## src/rtl/ram_port_arbiter_if.sv

```systemverilog
// Requester-side access bundle for ram_port_arbiter.
// master = CPU/host requester, slave = arbiter.
interface ram_port_arbiter_if #(
  parameter int ADDR_W = 16
);
  logic              req;
  logic              we;
  logic [1:0]        size;
  logic [ADDR_W-1:0] addr;
  logic [63:0]       wdata;
  logic              ack;
  logic [63:0]       rdata;

  modport master (
    output req, we, size, addr, wdata,
    input  ack, rdata
  );

  modport slave (
    input  req, we, size, addr, wdata,
    output ack, rdata
  );
endinterface

```

## src/rtl/ram_port_arbiter.sv

```systemverilog
// Two-requester arbiter serialising 1/4/8-byte accesses onto a byte RAM.
// Ports: clk, rst (async high), cpu/host slave bundles, ram_addr/we/d/q,
// busy (not IDLE), owner (0 = CPU, 1 = host; current or last grant).
module ram_port_arbiter #(
  parameter int ADDR_W = 16,
  parameter bit RR_EN  = 1'b1
) (
  input  logic              clk,
  input  logic              rst,
  ram_port_arbiter_if.slave cpu,
  ram_port_arbiter_if.slave host,
  output logic [ADDR_W-1:0] ram_addr,
  output logic              ram_we,
  output logic [7:0]        ram_d,
  input  logic [7:0]        ram_q,
  output logic              busy,
  output logic              owner
);

  typedef enum logic [1:0] {
    IDLE,
    XFER,
    DRAIN,
    DONE
  } state_t;

  state_t state, state_d;

  logic              we_q;
  logic [2:0]        last_q;
  logic [ADDR_W-1:0] base_q;
  logic [63:0]       wdata_q;
  logic [63:0]       asm_q;
  logic [63:0]       cpu_rdata_q;
  logic [63:0]       host_rdata_q;
  logic [2:0]        cnt;
  logic              owner_q;
  // 1 = host was granted last, so CPU wins the next contest
  logic              host_last;

  logic              grant_any;
  logic              grant_host;
  logic              g_we;
  logic [1:0]        g_size;
  logic [ADDR_W-1:0] g_addr;
  logic [63:0]       g_wdata;
  logic [2:0]        g_last;
  logic [2:0]        prev;
  logic [63:0]       asm_fin;
  logic              cpu_ack_c;
  logic              host_ack_c;

  always_comb begin
    grant_any  = cpu.req | host.req;
    grant_host = host.req &
                 (~cpu.req | (RR_EN & ~host_last));
    g_we    = grant_host ? host.we    : cpu.we;
    g_size  = grant_host ? host.size  : cpu.size;
    g_addr  = grant_host ? host.addr  : cpu.addr;
    g_wdata = grant_host ? host.wdata : cpu.wdata;
    unique case (g_size)
      2'b10:   g_last = 3'd3;
      2'b11:   g_last = 3'd7;
      default: g_last = 3'd0;
    endcase
  end

  // ram_q lags the address by one cycle
  assign prev = cnt - 3'd1;

  always_comb begin
    asm_fin = asm_q;
    asm_fin[{last_q, 3'b000} +: 8] = ram_q;
  end

  always_comb begin
    state_d    = state;
    ram_addr   = '0;
    ram_we     = 1'b0;
    ram_d      = '0;
    cpu_ack_c  = 1'b0;
    host_ack_c = 1'b0;
    unique case (state)
      IDLE: begin
        if (grant_any) state_d = XFER;
      end
      XFER: begin
        ram_addr = base_q + ADDR_W'(cnt);
        ram_we   = we_q;
        if (we_q) ram_d = wdata_q[{cnt, 3'b000} +: 8];
        if (cnt == last_q) state_d = we_q ? DONE : DRAIN;
      end
      DRAIN: begin
        state_d = DONE;
      end
      DONE: begin
        state_d    = IDLE;
        cpu_ack_c  = ~owner_q;
        host_ack_c = owner_q;
      end
    endcase
  end

  always_ff @(posedge clk or posedge rst) begin
    if (rst) begin
      state        <= IDLE;
      we_q         <= 1'b0;
      last_q       <= '0;
      base_q       <= '0;
      wdata_q      <= '0;
      asm_q        <= '0;
      cpu_rdata_q  <= '0;
      host_rdata_q <= '0;
      cnt          <= '0;
      owner_q      <= 1'b0;
      host_last    <= 1'b1;
    end else begin
      state <= state_d;
      unique case (state)
        IDLE: begin
          if (grant_any) begin
            owner_q   <= grant_host;
            host_last <= grant_host;
            we_q      <= g_we;
            last_q    <= g_last;
            base_q    <= g_addr;
            wdata_q   <= g_wdata;
            cnt       <= '0;
            asm_q     <= '0;
          end
        end
        XFER: begin
          cnt <= cnt + 3'd1;
          if (!we_q && cnt != 3'd0)
            asm_q[{prev, 3'b000} +: 8] <= ram_q;
        end
        DRAIN: begin
          if (owner_q) host_rdata_q <= asm_fin;
          else         cpu_rdata_q  <= asm_fin;
        end
        DONE: ;
      endcase
    end
  end

  assign busy       = (state != IDLE);
  assign owner      = owner_q;
  assign cpu.ack    = cpu_ack_c;
  assign host.ack   = host_ack_c;
  assign cpu.rdata  = cpu_rdata_q;
  assign host.rdata = host_rdata_q;

endmodule
```

## src/flat_wrapper.sv

```systemverilog
// flat-port wrapper written by rule: the top's interface ports become plain ports
module ram_port_arbiter_flat 
#(
  parameter int ADDR_W = 16,
  parameter bit RR_EN  = 1'b1
)
  (clk, rst, ram_addr, ram_we, ram_d, ram_q, busy, owner, cpu_req, cpu_we, cpu_size, cpu_addr, cpu_wdata, cpu_ack, cpu_rdata, host_req, host_we, host_size, host_addr, host_wdata, host_ack, host_rdata);
  ram_port_arbiter_if #(.ADDR_W(ADDR_W)) cpu_i ();
  ram_port_arbiter_if #(.ADDR_W(ADDR_W)) host_i ();
  input  logic clk;
  input  logic rst;
  output logic [ADDR_W-1:0] ram_addr;
  output logic ram_we;
  output logic [7:0] ram_d;
  input  logic [7:0] ram_q;
  output logic busy;
  output logic owner;
  input wire logic [$bits(cpu_i.req)-1:0] cpu_req;
  input wire logic [$bits(cpu_i.we)-1:0] cpu_we;
  input wire logic [$bits(cpu_i.size)-1:0] cpu_size;
  input wire logic [$bits(cpu_i.addr)-1:0] cpu_addr;
  input wire logic [$bits(cpu_i.wdata)-1:0] cpu_wdata;
  output wire logic [$bits(cpu_i.ack)-1:0] cpu_ack;
  output wire logic [$bits(cpu_i.rdata)-1:0] cpu_rdata;
  input wire logic [$bits(host_i.req)-1:0] host_req;
  input wire logic [$bits(host_i.we)-1:0] host_we;
  input wire logic [$bits(host_i.size)-1:0] host_size;
  input wire logic [$bits(host_i.addr)-1:0] host_addr;
  input wire logic [$bits(host_i.wdata)-1:0] host_wdata;
  output wire logic [$bits(host_i.ack)-1:0] host_ack;
  output wire logic [$bits(host_i.rdata)-1:0] host_rdata;
  assign cpu_i.req = cpu_req;
  assign cpu_i.we = cpu_we;
  assign cpu_i.size = cpu_size;
  assign cpu_i.addr = cpu_addr;
  assign cpu_i.wdata = cpu_wdata;
  assign cpu_ack = cpu_i.ack;
  assign cpu_rdata = cpu_i.rdata;
  assign host_i.req = host_req;
  assign host_i.we = host_we;
  assign host_i.size = host_size;
  assign host_i.addr = host_addr;
  assign host_i.wdata = host_wdata;
  assign host_ack = host_i.ack;
  assign host_rdata = host_i.rdata;
  ram_port_arbiter #(.ADDR_W(ADDR_W), .RR_EN(RR_EN)) u_core (.clk(clk), .rst(rst), .cpu(cpu_i), .host(host_i), .ram_addr(ram_addr), .ram_we(ram_we), .ram_d(ram_d), .ram_q(ram_q), .busy(busy), .owner(owner));
endmodule
```

## config.mk

```make
export PLATFORM = sky130hd
export DESIGN_NAME = ram_port_arbiter_flat
export DESIGN_NICKNAME = d
export VERILOG_FILES = /design/src/rtl/ram_port_arbiter_if.sv /design/src/rtl/ram_port_arbiter.sv /design/src/flat_wrapper.sv
export SDC_FILE = /design/constraint.sdc
export NUM_CORES = 1
export LEC_CHECK = 0
export BUFFER_PORTS_ARGS = -buffer_cell sky130_fd_sc_hd__buf_2
export CAP_MARGIN = 10
export CORE_MARGIN = 1.5
export CORE_UTILIZATION = 35
export DETAILED_ROUTE_END_ITERATION = 6
export SYNTH_ARGS = -nofsm -noshare
export SYNTH_HDL_FRONTEND = slang
export SYNTH_SLANG_ARGS = --single-unit
```

## constraint.sdc

```tcl
create_clock -name clk -period 10.46 [get_ports clk]
set_input_delay 1.046 -clock clk [delete_from_list [all_inputs] [get_ports clk]]
set_output_delay 1.046 -clock clk [all_outputs]
set_load 0.1 [all_outputs]
```

==> run summary, run 1 <==
Status: finished, final reports clean
Relative slew margins: 26.9%
Simple-gate share of the synthesized area: 10.1%
Initial antenna violation count: 1
Min-Delay Path Class: flip-flop to flip-flop
RSZ-0062 raised after global routing: false
Pin count of the biggest net entering global routing: 139
CTS buffer count: 31
Main combinational cell family by area after synthesis: multiplexers
Clock Skew: 0.00740 ns
Area leader, netlist: dfrtp_1
Post-synthesis xor/xnor area fraction: 0.744%
Post-route DRC: 0
Area grow syn2layout: 23.1%
Maximum clock insertion buffer count: 3
Mapped Cells: 1152
1st-pass router iterations: 5
Dominant cells by area after synthesis: dfrtp_1 (54%), mux2i_1 (7.0%), o21ai_0 (5.9%)
Post-route cell area: 0.0159 mm^2
Post-synth EDFFs: 0
Die width: 195 um
Root Driver: clkbuf_16
Post-synth top cells: dfrtp_1 (281), nand2_1 (156), o21ai_0 (153)
CP Capture Type: output port
Post-DRT Antenna Nets: 0
Routed via count: 9694
Post-layout minimum cycle time: 5.04 ns
Vias in the first global route: 9544
Setup TNS: 0 ns
CP Launch Type: flip-flop
Crit share post-route: 48.2%
Complex-gate fraction of the synthesized area: 13.9%
Num rows: 70
WP data required: 9.41 ns
Starting density of the core: 35.4%
Core ar.: 0.0365 mm^2
Mux share of post-synthesis cell area: 15.6%
Postcts setup bufs: 0
Global-route wire length before repair: 54900 um
CP Max Fanout: 31
Gr ovfl total: 0
CTS tree: done
Nets: 1638
Top Ports: 335
Seq/Total Area, Yosys: 54.5%
Die Ht: 195 um
Via density per instance: 5.03
Share of layout cells above drive strength 1: 32.9%
Clk_lat worst skew: 0.55 ns
Synth Flop Type: dfrtp_1
Clk slew on worst S/H paths: 0.06 ns
CP arrival: 4.00 ns
Post-synth top area share: 54.3%
Syn Area/Cell: 11.2 um^2
Power Density: 324 mW/mm^2
CTS Sinks: 282
All-Layer GR Usage: 18.5%
Final setup vio count: 0
DR iter-0 viols: 441
Syn Nets: 1350
FF+latch count, synth: 282
Synthesized-area fraction occupied by adder cells: 1.99%
Total Power: 5.16 mW
Critical path class: flip-flop to output port
Hold Buf Count CTS: 0
Post-CTS sizing: 0
Post-synthesis async set-or-reset flop share: 100%
Drt total wl: 35400 um
LEAKAGE: 8.00 nW
FILL cells: 3512
H-tree depth: 1
Most frequent cell after synthesis: dfrtp_1
Final Max Slew Viols: 0
Max Cap Violations: 0
DP HPWL: 25400 um
DP Area: 0.0150 mm^2
Post-DR wirelength/cell: 18.4 um
Die area: 0.0381 mm^2
Ys Warns: 0
Hold Vio Cnt, Final: 0
VDD IR max: 138 uV
Placer Congestion: 0.789
Cell area after synthesis: 0.0129 mm^2
Fmax: 198 MHz
Port bufs: 334
Number of distinct library cells after synthesis: 52
Least-Margin Pin Slew: 1.10 ns
==> layout make-up <==
type	count	area (um^2)	share of cell area, %
Sequential cell	282	7060	44.3
Multi-Input combinational cell	765	5510	34.6
Timing Repair Buffer	344	1750	11.0
Clock buffer	40	830	5.20
Tap cell	468	586	3.67
Clock inverter	12	140	0.879
Inverter	16	67.6	0.424
Antenna cell	1	2.50	0.0157
==> stage by stage <==
step / setup WS, ns / hold slack [ns] / util, % / instances
2_1_floorplan: 1.64 / 0.445 / - / 1152
3_3_place_gp: 6.06 / 0.455 / 41.0 / 1875
3_5_place_dp: 5.99 / 0.465 / 41.0 / 1875
4_1_cts: 5.37 / 0.478 / 43.6 / 1927
5_1_grt: 5.10 / 0.497 / 43.6 / 1927
6_report: 5.42 / 0.471 / 43.6 / 1928
==> worst max-delay path, cell delays in order, from the launching register on <==
cell     delay (ns)
dfrtp_2        0.90
ha_1           0.32
inv_1          0.07
fa_1           0.38
nor2b_1        0.32
o21ai_0        0.28
or4_1          0.56
a21oi_1        0.15
buf_2          0.46
==> report_power, final <==
| group | switching (mW) | internal, mW | total [mW] |
|---|---|---|---|
| Combinational | 1.92 | 0.559 | 2.48 |
| Sequential | 0.232 | 1.40 | 1.63 |
| Clock | 0.427 | 0.626 | 1.05 |
==> worst paths after layout <==
| check | from | end | slack (ns) | depth (start not counted) |
|---|---|---|---|---|
| setup / recovery | u_core.cnt[0] | ram_addr[14] | 5.42 | 8 |
| hold / removal | u_core.host.rdata[6] | u_core.host.rdata[6] | 0.47 | 2 |
| setup reg to reg | u_core.state[1] | u_core.asm_q[7] | 7.14 | 6 |
| hold reg to reg | u_core.host.rdata[6] | u_core.host.rdata[6] | 0.47 | 2 |
| max in group asynchronous | rst | u_core.asm_q[7] | 7.30 | 4 |
| min in group asynchronous | rst | u_core.base_q[5] | 0.71 | 2 |
==> flip-flops by register name, indices dropped and copies added (netlist names) <==
register	count
u_core.we_q	1
u_core.state	2
u_core.last_q	2
u_core.cnt	3
u_core.cpu.rdata	64
u_core.asm_q	64
u_core.host_last	1
u_core.wdata_q	64
u_core.host.rdata	64
u_core.owner	1
u_core.base_q	16
==> placed cells by master (no fill, tap or decap), drive strengths merged, types with 15 or more instances in the layout <==
| master | n |
|---|---|
| a21oi | 42 |
| a22o | 19 |
| a32o | 48 |
| buf | 344 |
| clkbuf | 40 |
| dfrtp | 281 |
| ha | 19 |
| inv | 15 |
| mux2 | 66 |
| mux2i | 91 |
| mux4 | 16 |
| nand2 | 156 |
| nor2 | 23 |
| nor2b | 39 |
| o21ai | 155 |
==> cells by family after synthesis <==
kind of cell               after synthesis
xor gates and xnor gates                11
adders and majority gates               20
DFF                                    282
muxes                                  173
buffers and inverters                  105
and+or+nand+nor                        276
AOI/OAI and AO/OA                      285
==> routing by layer <==
| metal | GRT usage, % | vias to the layer above | wire (um) |
|---|---|---|---|
| met5 | 0 | - | 0 |
| met4 | 4.71 | 0 | 646 |
| met3 | 2.44 | 41 | 1670 |
| met2 | 31.5 | 311 | 17100 |
| met1 | 24.9 | 4646 | 16000 |
| li1 | - | 4696 | - |
No activity file was read; power rests on OpenSTA's default activity.
==> inputs of run 2 (changes only) <==
- clock period: 10.46 -> 4.63 ns (I/O delays scaled with it)
==> run summary, run 2 (synthesis gave the netlist of run 1 again) <==
Status: finished, final reports clean
Final Max Slew Viols: 0 (unchanged)
Post-DR wirelength/cell: 18.3 um (-0.50%)
1st-pass router iterations: 5 (unchanged)
Maximum clock insertion buffer count: 3 (unchanged)
FILL cells: 3472 (-1.1%)
Hold Vio Cnt, Final: 0 (unchanged)
Die Ht: 195 um (unchanged)
Reg2Reg Setup Slack: 1.34 ns (-5.80 ns)
Num rows: 70 (unchanged)
Hold Buf Count CTS: 0 (unchanged)
Nets: 1639 (+0.061%)
CP Launch Type: flip-flop
CTS buffer count: 30 (-3.2%)
LEAKAGE: 8.08 nW (+0.97%)
WP data required: 4.17 ns (-5.24 ns)
Fmax: 276 MHz
CTS Sinks: 282 (unchanged)
Critical path class: flip-flop to output port
DP HPWL: 25700 um (+1.2%)
RSZ-0062 raised after global routing: false
CP arrival: 3.16 ns (-0.84 ns)
CP Capture Type: output port
Vias in the first global route: 9429 (-1.2%)
CTS tree: done
Die width: 195 um (unchanged)
DR iter-0 viols: 463 (+5.0%)
H-tree depth: 1 (unchanged)
Global-route wire length before repair: 55000 um (+0.21%)
Post-DRT Antenna Nets: 0 (unchanged)
Die area: 0.0381 mm^2 (unchanged)
Placer Congestion: 0.795 (+0.77%)
Commonest cells after routing, fill and taps aside: buf_2 (333), dfrtp_1 (280), nand2_1 (155), o21ai_0 (153), mux2i_1 (91)
Relative slew margins: 24.8% (-2.1 points)
All-Layer GR Usage: 18.5% (-0.033 points)
Drt total wl: 35300 um (-0.34%)
Share of layout cells above drive strength 1: 33.2% (+0.27 points)
Register-to-Register Path Depth: 6 (unchanged)
Post-CTS sizing: 0 (unchanged)
Least-Margin Pin Slew: 1.11 ns (+0.0177 ns)
Postcts setup bufs: 0 (unchanged)
Via density per instance: 5.01 (-0.39%)
CP Max Fanout: 6 (-81%)
Clk_lat worst skew: 0.56 ns (about the same)
Gr ovfl total: 0 (unchanged)
Worst path max stage delay: 0.57 ns (-0.33 ns)
Crit-path slowest cell: or4_1
Power Density: 742 mW/mm^2 (+130%)
Post-layout minimum cycle time: 3.62 ns
Min-Delay Path Class: primary input to asynchronous set/reset pin
Sequential Area: 0.00706 mm^2 (unchanged)
Routed via count: 9671 (-0.24%)
Crit path cell chain: ha_1, inv_1, fa_1, nor2b_1, o21ai_0, or4_1, a21oi_1, buf_12
Port bufs: 334 (unchanged)
Total Power: 12.0 mW (+130%)
Setup TNS: 0 ns (unchanged)
Most common cell after layout, fill and taps aside: buf_2
Starting density of the core: 35.4% (unchanged)
Top Ports: 335 (unchanged)
Worst R2R Start: u_core.state[1]
Crit share post-route: 78.2%
Final setup vio count: 0 (unchanged)
Pin count of the biggest net entering global routing: 97 (-30%)
Max Cap Violations: 0 (unchanged)
Root Driver: clkbuf_16
Clock Skew: 0.0168 ns (+0.00945 ns)
Reg2Reg Capture Point: u_core.asm_q[1]
VDD IR max: 368 uV (+170%)
Post-route DRC: 0 (unchanged)
Area grow syn2layout: 24.7%
Area of the multi-input gates: 0.00551 mm^2 (unchanged)
Clk slew on worst S/H paths: 0.06 ns (about the same)
Core ar.: 0.0365 mm^2 (unchanged)
Initial antenna violation count: 2 (+1)
-- run 2: worst max-delay path: cells and delay by family (launching register included) --
family	cells	cell delay (ns)
AND/OR/NAND/NOR	2	0.86
AO/OA/AOI/OAI	2	0.53
buffers and inverters	2	0.28
flip-flops	1	0.35
adder cells (fa/ha/maj)	2	0.58
-- run 2: area by class of cell --
| class | count | area share [%] |
|---|---|---|
| Antenna cell | 1 | 0.0155 |
| Clock buffer | 45 | 5.69 |
| Clock inverter | 8 | 1.05 |
| Inverter | 16 | 0.396 |
| Multi-Input combinational cell | 765 | 34.1 |
| Sequential cell | 282 | 43.8 |
| Tap cell | 468 | 3.63 |
| Timing Repair Buffer | 346 | 11.3 |
-- run 2: per-stage QoR --
step	setup slack, ns	hold slack, ns	instance area [um^2]	cells	util, %
after floorplan	0.171	0.445	12900	1152	-
after detailed placement	1.36	0.465	15000	1877	41.2
after CTS	0.988	0.163	16100	1930	44.2
final	1.01	0.163	16100	1931	44.2
after global placement	1.42	0.456	15000	1877	41.2
after global routing	0.765	0.185	16100	1931	44.2
-- run 2: where the power goes --
group | internal [mW] | switching [mW] | total [mW] | leakage, nW
clock network | 1.63 | 0.978 | 2.61 | 0.528
registers | 3.16 | 0.463 | 3.62 | 3.77
logic | 1.29 | 4.45 | 5.74 | 3.77
total | 6.08 | 5.89 | 12.0 | 8.08
-- run 2: routing by layer --
metal / vias to the layer above / routed length, um / GRT usage [%]
met3: 48 / 2020 / 2.85
met2: 334 / 16700 / 30.2
met4: 0 / 991 / 5.86
met1: 4593 / 15600 / 25.2
li1: 4696 / - / -
met5: - / 0 / 0
-- run 2: how the worst max path moves through the flow --
stage / startpoint / slack, ns / endpoint
3_5_place_dp: u_core.state[1] / 1.36 / u_core.asm_q[1]
4_1_cts: u_core.cnt[1] / 0.99 / ram_addr[15]
6_report: u_core.cnt[0] / 1.01 / ram_addr[14]
5_1_grt: u_core.cnt[0] / 0.76 / ram_addr[14]
2_1_floorplan: u_core.cnt[1] / 0.17 / ram_addr[14]
3_3_place_gp: u_core.state[1] / 1.42 / u_core.asm_q[7]
